### src/rtl/fifo_wr_arbiter.sv
// FIFO write-side arbiter: round-robin grant with packet lock, write pointer, wfull (+ wafull under FIFO_AFULL_EN).
// Latency: grant/w_en/waddr/wdata are combinational and commit at the same posedge; wptr/wfull/wafull are registered.
// Backpressure: gnt stays 0 while wfull=1; a LOCKED owner with req=0 stalls all other requesters.
module fifo_wr_arbiter #(
    parameter int DATASIZE = 8,
    parameter int ADDRSIZE = 4,
    parameter int NREQ     = 4,
    parameter int AFULL_TH = 2
) (
    input  logic                     wclk,
    input  logic                     wrst_n,
    input  logic [NREQ-1:0]          req,
    input  logic [NREQ-1:0]          lock,
    input  logic [NREQ*DATASIZE-1:0] wdata_in,
    input  logic [ADDRSIZE:0]        wq2_rptr,
    output logic [NREQ-1:0]          gnt,
    output logic                     w_en,
    output logic [ADDRSIZE-1:0]      waddr,
    output logic [DATASIZE-1:0]      wdata,
    output logic [ADDRSIZE:0]        wptr,
    output logic                     wfull
`ifdef FIFO_AFULL_EN
    ,
    output logic                     wafull
`endif
);

    localparam int IDXW = (NREQ > 1) ? $clog2(NREQ) : 1;

    localparam logic [0:0] ST_IDLE   = 1'b0;
    localparam logic [0:0] ST_LOCKED = 1'b1;

    logic [0:0]        r_state;
    logic [IDXW-1:0]   r_owner;
    logic [IDXW-1:0]   r_last;
    logic [ADDRSIZE:0] r_wbin;
    logic [ADDRSIZE:0] r_wptr;
    logic              r_wfull;

    logic              w_gnt_vld;
    logic [IDXW-1:0]   w_gnt_idx;
    logic [NREQ-1:0]   w_gnt;
    logic [ADDRSIZE:0] w_wbin_next;
    logic [ADDRSIZE:0] w_wgray_next;
    logic [ADDRSIZE:0] w_rptr_full;
    logic              w_full_next;

    // Reverse scan so the last hit is the first requester after r_last.
    always_comb begin
        w_gnt_vld = 1'b0;
        w_gnt_idx = '0;
        if (wrst_n && !r_wfull) begin
            if (r_state == ST_LOCKED) begin
                w_gnt_vld = req[r_owner];
                w_gnt_idx = r_owner;
            end else begin
                for (int k = NREQ; k >= 1; k--) begin
                    if (req[(int'(r_last) + k) % NREQ]) begin
                        w_gnt_vld = 1'b1;
                        w_gnt_idx = IDXW'((int'(r_last) + k) % NREQ);
                    end
                end
            end
        end
    end

    always_comb begin
        w_gnt = '0;
        if (w_gnt_vld) begin
            w_gnt[w_gnt_idx] = 1'b1;
        end
    end

    assign gnt   = w_gnt;
    assign w_en  = w_gnt_vld;
    assign waddr = r_wbin[ADDRSIZE-1:0];
    assign wdata = wdata_in[int'(w_gnt_idx)*DATASIZE +: DATASIZE];
    assign wptr  = r_wptr;
    assign wfull = r_wfull;

    assign w_wbin_next  = r_wbin + (ADDRSIZE+1)'(w_en);
    assign w_wgray_next = (w_wbin_next >> 1) ^ w_wbin_next;

    // Full when the write pointer is exactly one lap ahead: top two Gray bits inverted.
    assign w_rptr_full = {~wq2_rptr[ADDRSIZE:ADDRSIZE-1], wq2_rptr[ADDRSIZE-2:0]};
    assign w_full_next = (w_wgray_next == w_rptr_full);

    always_ff @(posedge wclk) begin
        if (!wrst_n) begin
            r_wbin  <= '0;
            r_wptr  <= '0;
            r_wfull <= 1'b0;
            r_state <= ST_IDLE;
            r_owner <= '0;
            r_last  <= IDXW'(NREQ-1);
        end else begin
            r_wbin  <= w_wbin_next;
            r_wptr  <= w_wgray_next;
            r_wfull <= w_full_next;
            if (w_en) begin
                r_last <= w_gnt_idx;
            end
            case (r_state)
                ST_IDLE: begin
                    if (w_en && lock[w_gnt_idx]) begin
                        r_state <= ST_LOCKED;
                        r_owner <= w_gnt_idx;
                    end
                end
                ST_LOCKED: begin
                    if (!lock[r_owner]) begin
                        r_state <= ST_IDLE;
                    end
                end
                default: r_state <= ST_IDLE;
            endcase
        end
    end

`ifdef FIFO_AFULL_EN
    logic [ADDRSIZE:0]   w_rbin;
    logic [ADDRSIZE:0]   w_used;
    logic [ADDRSIZE+1:0] w_free;
    logic                w_afull_next;
    logic                r_wafull;

    always_comb begin
        w_rbin[ADDRSIZE] = wq2_rptr[ADDRSIZE];
        for (int i = ADDRSIZE-1; i >= 0; i--) begin
            w_rbin[i] = w_rbin[i+1] ^ wq2_rptr[i];
        end
    end

    assign w_used       = w_wbin_next - w_rbin;
    assign w_free       = (ADDRSIZE+2)'(1 << ADDRSIZE) - {1'b0, w_used};
    assign w_afull_next = w_full_next || (w_free <= (ADDRSIZE+2)'(AFULL_TH));

    always_ff @(posedge wclk) begin
        if (!wrst_n) begin
            r_wafull <= 1'b0;
        end else begin
            r_wafull <= w_afull_next;
        end
    end

    assign wafull = r_wafull;
`endif

endmodule
### config.mk
export PLATFORM = sky130hd
export DESIGN_NAME = fifo_wr_arbiter
export DESIGN_NICKNAME = d
export VERILOG_FILES = /design/src/rtl/fifo_wr_arbiter.sv
export SDC_FILE = /design/constraint.sdc
export NUM_CORES = 1
export LEC_CHECK = 0
export CAP_MARGIN = 10
export CORE_MARGIN = 3
export CORE_UTILIZATION = 35
export CTS_CLUSTER_SIZE = 12
export DETAILED_ROUTE_END_ITERATION = 6
export GPL_TIMING_DRIVEN = 0
export HOLD_SLACK_MARGIN = 0.06
export PLACE_DENSITY = 0.77
export SLEW_MARGIN = 15
export SYNTH_ARGS = -nofsm -noshare
export SYNTH_HDL_FRONTEND = slang
export SYNTH_SLANG_ARGS = --single-unit
### constraint.sdc
create_clock -name wclk -period 3.25 [get_ports wclk]
set_input_delay 0.65 -clock wclk [delete_from_list [all_inputs] [get_ports wclk]]
set_output_delay 0.65 -clock wclk [all_outputs]
set_load 0.05 [all_outputs]
==> summary.txt, run 1 <==
Status
  • Status: finished clean

Finish
  • # diodes: 0
  • Fill cells: 246
  • Nets: 269
  • Share of layout cells above drive strength 1: 0.205
  • Final Util: 0.692
  • Syn-to-layout area delta: 79.8%

Global route
  • First-pass GRT wire length: 6290 um
  • Initial antenna violation count: 0
  • Grt ovf: 0
  • Tot GR Track Use: 0.197
  • Pin count of the biggest net entering global routing: 11
  • Via count of the first global-routing pass: 1421

Timing
  • Worst-case clock skew: 0.00103 ns
  • Tmin final: 3.10 ns
  • Hold Fails Final Rpt: 0
  • Unrepaired setup endpoints after global routing: false
  • Worst hold margin: 0.548 ns
  • Final setup violating endpoints: 0
  • Slew HR: 0.666
  • Tcrit/Tclk final: 0.955
  • Max frequency: approximately 320 MHz
  • Worst Tran Pin Value: 0.500 ns
  • Max-slew violation count: 0
  • PnR worst setup slack: 0.147 ns

Clock network
  • Clock tree buffer depth: 2
  • H-Tree Depth: 1
  • Num CTS Buffers: 3
  • CTS tree: done
  • Clock latency on the worst-skew pair: ~0.29 ns
  • Clock slew at reported path FFs: 0.09 ns
  • Clk sink count: 15
  • Root Buffer: clkbuf_4

Route
  • 1st-iter DRT viols: 84
  • Vias per cell: about 5
  • Routed Wire Length: 3820 um
  • Routed via count: 1338
  • Routed WL per cell: 14.7 um
  • DR DRC count: 0
  • Post-route ant nets: 0
  • Drt pass-1 iters: 4

Die
  • Die Wd: 62.2 um
  • Rows: 19
  • Core box area: 0.00288 mm2
  • Die ar.: 0.00387 mm2
  • Effective utilization at floorplan: 0.385
  • Die height: a little over 60 um
  • IO Count: 70

Power and ir drop
  • Leakage: roughly 0.81 nW
  • Worst vdd ir: ~290 uV
  • PwrDens: 428 mW/mm2
  • Total Power: 851 uW

Worst hold path
  • Hold WC Path Type: reg2reg

Logic synthesis
  • Seq/Total Area, Yosys: 0.271
  • Mapped Cells: 143
  • Area contributors post-synth: dfxtp_1, and2_1, nand2_1, xor2_1, a211oi_1
  • Yosys top cell by area: dfxtp_1
  • Synth cell types: 33
  • Mapped Area: roughly 0.0011 mm2
  • Mean post-synth cell area: 7.74 um2
  • Flip-flop and latch count after synthesis: 15
  • Yosys top cell area share: 0.271
  • Yosys warns: 0
  • Post-Syn Nets: 192

Setup path
  • Startpoint types: input port
  • CP cell instances: clkdlybuf4s15_1 -> nand2b_1 -> a21oi_1 -> o41ai_2 -> buf_4 -> inv_2 -> clkbuf_4 -> nand2_1 -> nor2_1 -> buf_2
  • Buf/Inv on CP: 5
  • Critical Path End Type: output port
  • Critical Path Fanout Max: 10
  • Crit path largest cell delay: 0.28 ns
  • CP Data Required Time: between 2 and 3 ns
  • Critical path class: in2out
  • Arrival time at the worst endpoint: 2.45 ns
  • Max stage delay cell, worst path: clkdlybuf4s15_1
  • Largest delay contributor family on the critical path: buffers and inverters

Place
  • DP HPWL: 2970 um
  • GPL Wtd Cong: approximately 0.8
  • Place WS: -1.04 ns
  • PortBufs: 69

Job
  • Max capacitance violation total: 0
-- stage by stage --
stage                     instances  area [um2]  TNS, ns
after floorplan                 143        1150        0
after global placement          254        1890   -11.47
after detailed placement        254        1890   -12.33
after CTS                       259        1930        0
after global routing            261        1990        0
final                           261        1990        0
-- per-layer routing --
metal / global-route usage / vias up / routed length (um)
met4: 0.0525 / 0 / 64
met5: 0 / - / 0
li1: - / 655 / -
met2: 0.364 / 37 / 2010
met3: 0.0577 / 10 / 184
met1: 0.219 / 636 / 1560
-- synth_stat cells, drive strengths merged --
cell type,count
a31oi,9
nor4,1
or3,1
clkbuf,3
o221a,1
dfxtp,15
a21boi,2
a211oi,9
nor2,7
and2,15
and3,3
o31a,1
nor2b,4
a21oi,7
buf,4
o41ai,1
mux2,2
o21ai,5
nand2b,2
nand3,6
mux2i,2
nor3,2
inv,5
mux4,2
xnor2,2
nand2,21
ha,2
xor2,9
-- state kept, by name, summed over array words and instances, names as in the netlist --
register / count
r_last: 2
r_owner: 2
r_state: 1
r_wbin: 5
wfull: 1
wptr: 4
-- final timing paths --
kind                           startpoint                      end  slack (ns)  cells past startpoint
setup / recovery                   wrst_n                   gnt[1]        0.15                     10
hold / removal    r_owner[1]$_SDFFE_PN0P_  r_owner[1]$_SDFFE_PN0P_        0.55                      2
setup reg to reg  r_owner[1]$_SDFFE_PN0P_         wfull$_SDFF_PN0_        0.49                     10
hold reg to reg   r_owner[1]$_SDFFE_PN0P_  r_owner[1]$_SDFFE_PN0P_        0.55                      2
-- final cells by class --
| cell class | count | area, um2 | share of cell area |
|---|---|---|---|
| inverters | 5 | 18.8 | 0.00943 |
| multi-input cells | 116 | 830 | 0.417 |
| plain buffers | 7 | 67.6 | 0.0339 |
| well taps | 42 | 52.6 | 0.0264 |
| clock buffers | 3 | 22.5 | 0.0113 |
| repair buffers | 72 | 694 | 0.349 |
| clock inverters | 1 | 5.00 | 0.00251 |
| flip-flops and latches | 15 | 300 | 0.151 |
-- kinds of logic after synthesis --
family                     Yosys count  share of synthesized area
muxes                                6                     0.0825
adders and majority gates            2                     0.0226
DFF                                 15                      0.271
and+or+nand+nor                     62                      0.278
buffers and inverters               12                     0.0474
AOI/OAI and AO/OA                   35                      0.211
xor gates and xnor gates            11                     0.0870
-- where the power goes --
part / internal [mW] / total, mW / leakage (nW) / switching, mW
Combinational: 0.218 / 0.524 / 0.670 / 0.306
Clock: 0.0458 / 0.111 / 0.0177 / 0.0648
Sequential: 0.202 / 0.217 / 0.123 / 0.0153
-- cells in the final DEF, fill, tap and decap left out, drive strengths merged --
cell type / count
a21boi: 2
o21ai: 5
ha: 2
or3: 1
clkinv: 1
nand3: 6
nor4: 1
clkbuf: 7
dlygate4sd2: 3
and3: 3
mux2i: 2
nand2: 21
clkdlybuf4s15: 1
dlymetal6s2s: 1
and2: 15
o41ai: 1
mux4: 2
mux2: 2
xnor2: 2
dfxtp: 15
xor2: 9
a21oi: 7
clkdlybuf4s50: 51
nand2b: 2
nor2b: 4
inv: 5
buf: 19
nor3: 2
a31oi: 9
a211oi: 9
o221a: 1
nor2: 7
o31a: 1
-- worst min-delay path: cells and delay by family (launching register included) --
kind | cells | cell delay (ns)
multiplexers | 1 | 0.06
AND/OR/NAND/NOR | 1 | 0.08
flip-flops | 1 | 0.37
-- what timing repair did --
item,4_1_cts,5_1_grt
resized for setup,87,17
setup endpoints to repair,14,13
hold buffers,0,0
pin swaps,1,3
setup buffers,1,2
Power figures use the tool's default switching activity.
==> run 2: changes to the inputs <==
- SLEW_MARGIN: 15 -> 20
==> results of run 2 <==
The final DEF is identical to that of run 1; final timing and power are the same.
